$ cat config.mk
export PLATFORM = sky130hd
export DESIGN_NAME = fifo29
export DESIGN_NICKNAME = d
export VERILOG_FILES = /design/src/rtl/fifo29.sv
export SDC_FILE = /design/constraint.sdc
export NUM_CORES = 1
export LEC_CHECK = 0
export BUFFER_PORTS_ARGS = -buffer_cell sky130_fd_sc_hd__buf_2
export CAP_MARGIN = 20
export CORE_MARGIN = 8
export CORE_UTILIZATION = 41
export CTS_CLUSTER_DIAMETER = 100
export DETAILED_ROUTE_END_ITERATION = 12
export PLACE_DENSITY = 0.66
export SETUP_SLACK_MARGIN = 0.4
export SYNTH_ARGS = -nofsm -noshare
export SYNTH_HDL_FRONTEND = slang
export SYNTH_SLANG_ARGS = --single-unit
$ cat constraint.sdc
create_clock -name Clk -period 6.7 [get_ports Clk]
set_clock_uncertainty 0.2 [all_clocks]
set_input_delay 1.34 -clock Clk [delete_from_list [all_inputs] [get_ports Clk]]
set_output_delay 1.34 -clock Clk [all_outputs]
set_load 0.01 [all_outputs]
$ cat src/rtl/fifo29.sv
// ---------------------------------------------------------------------------
// fifo29 -- synchronous first-in first-out buffer
//
// A circular array of DEPTH words with a write pointer, a read pointer and an
// occupancy count in the range 0..DEPTH. Read data is registered, so a word
// appears on dataOut one clock after the read is performed. A full FIFO still
// accepts a write when a read happens in the same cycle. An empty FIFO ignores
// reads, and there is no read-through of the word being written.
//
// Parameters
//   DATA_WIDTH  width of dataIn / dataOut (default 32)
//   DEPTH       number of storage entries, power of two, >= 2 (default 8)
//
// Ports
//   Clk      in   1           sole clock, rising edge
//   Rst      in   1           asynchronous reset, active low
//   EN       in   1           enable; 0 freezes all state
//   WR       in   1           write request
//   RD       in   1           read request
//   dataIn   in   DATA_WIDTH  write data
//   dataOut  out  DATA_WIDTH  registered read data
//   EMPTY    out  1           count == 0
//   FULL     out  1           count == DEPTH
// ---------------------------------------------------------------------------
module fifo29 #(
    parameter int DATA_WIDTH = 32,
    parameter int DEPTH      = 8
) (
    input  logic                  Clk,
    input  logic                  Rst,
    input  logic                  EN,
    input  logic                  WR,
    input  logic                  RD,
    input  logic [DATA_WIDTH-1:0] dataIn,
    output logic [DATA_WIDTH-1:0] dataOut,
    output logic                  EMPTY,
    output logic                  FULL
);

    localparam int PTR_W = $clog2(DEPTH);
    localparam int CNT_W = PTR_W + 1;
    localparam logic [CNT_W-1:0] FULL_COUNT = CNT_W'(DEPTH);

    logic [DATA_WIDTH-1:0] mem [DEPTH];
    logic [PTR_W-1:0]      wr_ptr;
    logic [PTR_W-1:0]      rd_ptr;
    logic [CNT_W-1:0]      count;
    logic                  do_read;
    logic                  do_write;

    // Flags decode straight from the registered count.
    assign EMPTY = (count == '0);
    assign FULL  = (count == FULL_COUNT);

    // A read needs data present. A write needs room, or a same-cycle read
    // that frees the slot being overwritten.
    assign do_read  = EN & RD & ~EMPTY;
    assign do_write = EN & WR & (~FULL | do_read);

    // NOTE: storage has no reset; a cleared count and pointers make stale
    // contents unreachable, and leaving it out lets the array map to RAM.
    always_ff @(posedge Clk) begin
        if (do_write) begin
            mem[wr_ptr] <= dataIn;
        end
    end

    // NOTE: sequential state uses non-blocking assignments so every register
    // samples pre-edge values, independent of statement order.
    always_ff @(posedge Clk or negedge Rst) begin
        if (!Rst) begin
            wr_ptr  <= '0;
            rd_ptr  <= '0;
            count   <= '0;
            dataOut <= '0;
        end else begin
            // DEPTH is a power of two, so natural pointer overflow wraps
            // DEPTH-1 back to 0.
            if (do_write) begin
                wr_ptr <= wr_ptr + PTR_W'(1);
            end
            if (do_read) begin
                dataOut <= mem[rd_ptr];
                rd_ptr  <= rd_ptr + PTR_W'(1);
            end
            case ({do_write, do_read})
                2'b10:   count <= count + CNT_W'(1);
                2'b01:   count <= count - CNT_W'(1);
                default: count <= count;
            endcase
        end
    end

endmodule

; Word-level counts from Yosys, hierarchy flattened
; Memory sizes are Yosys's and may differ from the RTL's. A register that Yosys moved wholly into a read port is not among the register bits.
; Cells that the tools add are included.
[word_totals]
register_bits = 10
mem_bits_rw = 256
output_inout_bits = 34
wordCells = 24
memories = 1
[memory_table]
columns = name, words, width, read_ports, rd_ports_with_merged_regs, write_ports, line
row1 = mem, 8, 32, 1, 1, 1, 44  ; logic [DATA_WIDTH-1:0] mem [DEPTH];
[op_classes]
n_addsub = 4
n_eq_ne = 3
mux = 3
bitwise_logic = 7
reduce_logical = 3
[op_table]
columns = operator, count
row1 = 4-bit one-hot mux with 2 select lines, 1
row2 = "3-bit by 1-bit adder with 3-bit output, second input constant", 2
row3 = "4-bit by 1-bit adder with 4-bit output, second input constant", 1
row4 = 1-bit bitwise AND, 4
row5 = "4-bit equality test, second input constant", 1
row6 = 4-bit zero test, 1
row7 = "4-bit by 1-bit subtractor with 4-bit output, second input constant", 1
row8 = "2-bit by 1-bit equality test with 1-bit output, second input constant", 1
row9 = "2-bit equality test, second input constant", 1
row10 = 1-bit 2-to-1 mux, 2
row11 = 1-bit NOT, 2
row12 = 2-bit nonzero test, 1
row13 = 1-bit zero test, 1
row14 = 1-bit OR, 1

; Depth between registers and ports, before layout
[logic_depth]
ltp_word = 7
mapped_depth = 10

; Worst setup path before layout
; Ideal clock, no wire load.
[synth_timing]
kind = input-to-reg
start = input port EN
end = memory mem[1][0], enable pin
setup_ps = 461
arrival_time_ps = 4087
slack_ps = 1952
cell_stages = 4
n_path_buf = 0
cell_sequence = nand2_1 -> a21oi_1 -> nand2_1 -> nor3_1
[synth_between]
elab_chain_len = 6
word_cells_on_any_way = 7
[synth_lines]
columns = element, line
row1 = from (decl), 31  ; input logic EN,
row2 = 1-bit bitwise AND (2 in series), 57  ; assign do_read = EN & RD & ~EMPTY;
row3 = 1-bit OR, 58  ; assign do_write = EN & WR & (~FULL | do_read);
row4 = 1-bit bitwise AND (*), 58
row5 = 1-bit 2-to-1 mux (*), 63  ; if (do_write) begin
row6 = 1-bit 2-to-1 mux (implied by the code) (*), 64  ; mem[wr_ptr] <= dataIn;
row7 = to (decl), 44
; Every way passes the cells marked *; elsewhere a longest branch is shown, timed or not.

; Final worst setup path
[layout_timing]
start = register count[2]
end = output port EMPTY
[layout_between]
elab_chain_len = 1
[layout_lines]
columns = element, line
row1 = from (decl), 47  ; logic [CNT_W-1:0] count;
row2 = from (signal assigned), 87  ; 2'b10: count <= count + CNT_W'(1);
row3 = from (signal assigned), 88  ; 2'b01: count <= count - CNT_W'(1);
row4 = from (signal assigned), 89  ; default: count <= count;
row5 = 4-bit zero test, 52  ; assign EMPTY = (count == '0);
row6 = to (decl), 36  ; output logic EMPTY,
; No other way between the ends.

==> run metrics <==
status=finished clean; CP max FO=6; P&R area growth vs syn=15.9%; CP Capture Type=output port; Max VDD drop=approximately 0.24 mV; hold buffer count at cts=0; Post-DP Area=about 0.012 sq mm; worst-margin pin slew=just over 1 ns; post-detailed-route count of antenna-violating nets=0; CTS resizes=0; clock slew at reported path FFs=~0.060 ns; final estimated routing congestion in global placement=0.722; Hold WC Path Type=reg2reg; synthesized area=between 0.01 and 0.015 sq mm; setup TNS=0 ns; CTS Buf Count=29; global-route wire length before repair=33.9 mm; core area=~0.028 sq mm; Synth cell types=36; Mapped Cells=683; Syn Nets=between 700 and 800; total number of H-tree levels=1; RSZ-0062 raised after global routing=no; routed via count divided by cell count=around 5; initial antenna violation count=2; DPL Wire Length=12.1 mm; Slowest cell on crit path=or4_4; fin cells=~1200; Die Area=between 0.03 and 0.04 sq mm; CTS tree=done; Root Driver=clkbuf_16; LEAKAGE=roughly 0.005 uW; top sig layer=met5; layout cells sized above 1=0.193; worst path buffer plus inverter count=2; I/O pins=71; CTS Sinks=~300; Final Hold Fails=0; pwr dens=about 410 mW/mm^2; most used flip-flop cell after synthesis=edfxtp_1; drt wl/cell=around 19 microns; startpoint types=flop; max cap viols=0; Post-CTS Setup Inserts=0; CTS Buffer Depth=3; number of port buffers=70; Reg area=between 0.008 and 0.009 sq mm; Final setup viols=0; Post-Route WL=21.6 mm; Synth Area per Inst=between 15 and 20 sq um; layout net count=802; #FFs+latches synth=298; Fillers=2383; DRT Pass-1 Iters=5; Worst path max stage delay=0.56 ns; Post-synth ARST share=0.141; Die Y-Extent=184 microns; largest net degree at the start of global routing=roughly 130; Vias=between 5000 and 6000; relative slew slack=0.308; Max Transition Viols Final=0; synth warn=0; Layout Cell Area excl Fill=around 0.013 sq mm; dpl cells=1103; area of the multi-input gates=~0.0026 sq mm; fin crit share=0.486; Tot GR Track Use=0.128; Iter 0 DRT Violations=between 200 and 300; fin crit period=~3.3 ns; met1 wire length=around 9.3 mm; # DRC=0; worst skew pair latency=between 0.5 and 0.6 ns; DR WL met3=roughly 1.1 mm; global route overflow=0; Crit Path Class=reg2out; Die Width=around 180 microns; CP delay by family, top=simple AND/OR/NAND/NOR gates; critical path data required time=between 5 and 6 ns; Final Util=0.482; EDFF count, synth=~260; Critical Path AT=1.71 ns; sequential-to-total area share from yosys stat=0.757; Detail Route met2 WL=around 11 mm; CP cell instances=or4_4 -> inv_1 -> buf_2; fmax=approximately 0.3 GHz; Initial Util=0.415; vias in the first global route=6060; row cnt=61
[layout by cell type, fill, tap and decap left out, drive strengths merged, types with 5 or more instances in the layout]
cell type	count
a22oi	64
buf	83
bufinv	5
clkbuf	30
clkinv	15
dfrtp	42
edfxtp	256
inv	7
mux2i	131
nand2	69
nor2	8
o21ai	33
xnor2	5
[power breakdown]
part           switching [uW]  internal, uW  total (uW)
sequential                120          2270        2390
combinational             877           591        1470
clock                     660           983        1640
total                    1660          3840        5500
[metal layers]
| layer | track usage | vias up |
|---|---|---|
| li1 | - | 2788 |
| met1 | 0.161 | 2866 |
| met2 | 0.220 | 115 |
| met3 | 0.0281 | 31 |
| met4 | 0.0329 | 4 |
| met5 | 0 | - |
[cell type report]
cell class              count  area share
flip-flops and latches    298       0.653
multi-input cells         342       0.197
clock buffers              30      0.0545
repair buffers             83      0.0401
well taps                 378      0.0353
clock inverters            22      0.0181
inverters                   6     0.00168
diodes                      1    0.000187
[per-stage QoR]
| step | hold WS (ns) | total power [uW] | setup slack (ns) |
|---|---|---|---|
| finish | 0.271 | 5500 | 3.45 |
| global route | 0.294 | 5790 | 3.28 |
| CTS | 0.280 | 5570 | 3.40 |
| detailed placement | 0.266 | 3920 | 2.82 |
| global placement | 0.258 | 3890 | 2.44 |
| floorplan | 0.280 | 3450 | 1.95 |
[flip-flops by register name, summed over array words and instances (netlist names)]
register,flops
dataOut,32
count,4
wr_ptr,3
rd_ptr,3
mem,256
[cells by family (layout without fill, tap and decap cells)]
family / after synthesis / after routing / synth area share
other: 0 / 1 / 0
multiplexers: 134 / 134 / 0.117
AND/OR/NAND/NOR: 96 / 96 / 0.0364
AO/OA/AOI/OAI: 101 / 101 / 0.0585
adder cells (fa/ha/maj): 5 / 5 / 0.00607
flip-flops: 298 / 298 / 0.757
XOR/XNOR: 6 / 6 / 0.00455
buffers and inverters: 43 / 141 / 0.0206
[worst paths after layout]
| check | from | depth (start not counted) | end | slack (ns) |
|---|---|---|---|---|
| min in group asynchronous | Rst | 2 | dataOut[8] | 0.71 |
| worst min-delay path | dataOut[8] | 2 | dataOut[8] | 0.27 |
| worst min register to register | dataOut[8] | 2 | dataOut[8] | 0.27 |
| max in group asynchronous | Rst | 2 | rd_ptr[0] | 5.11 |
| worst max-delay path | count[2] | 3 | EMPTY | 3.45 |
| worst max register to register | count[2] | 10 | count[3] | 3.62 |
[cells in the mapped netlist (all sizes together) (2+ instances only)]
library cell	n	share of area
a21oi	2	0.00087
a22oi	64	0.042
buf	19	0.013
clkbuf	18	0.0061
dfrtp	42	0.091
edfxtp	256	0.67
ha	4	0.0043
inv	6	0.0020
mux2	3	0.0029
mux2i	131	0.11
nand2	69	0.022
nand2b	3	0.0016
nand3	2	0.0013
nor2	8	0.0026
nor2b	2	0.0011
nor3	4	0.0017
o21ai	33	0.014
xnor2	5	0.0038
[worst register-to-register path, delay by kind of cell, from the launching register on]
family                     cells  cell delay, ns
and+or+nand+nor                5            1.12
adders and majority gates      1            0.32
DFF                            1            0.44
buffers and inverters          2            0.59
AOI/OAI and AO/OA              1            0.09
muxes                          1            0.20
(Power assumes the default switching activity.)
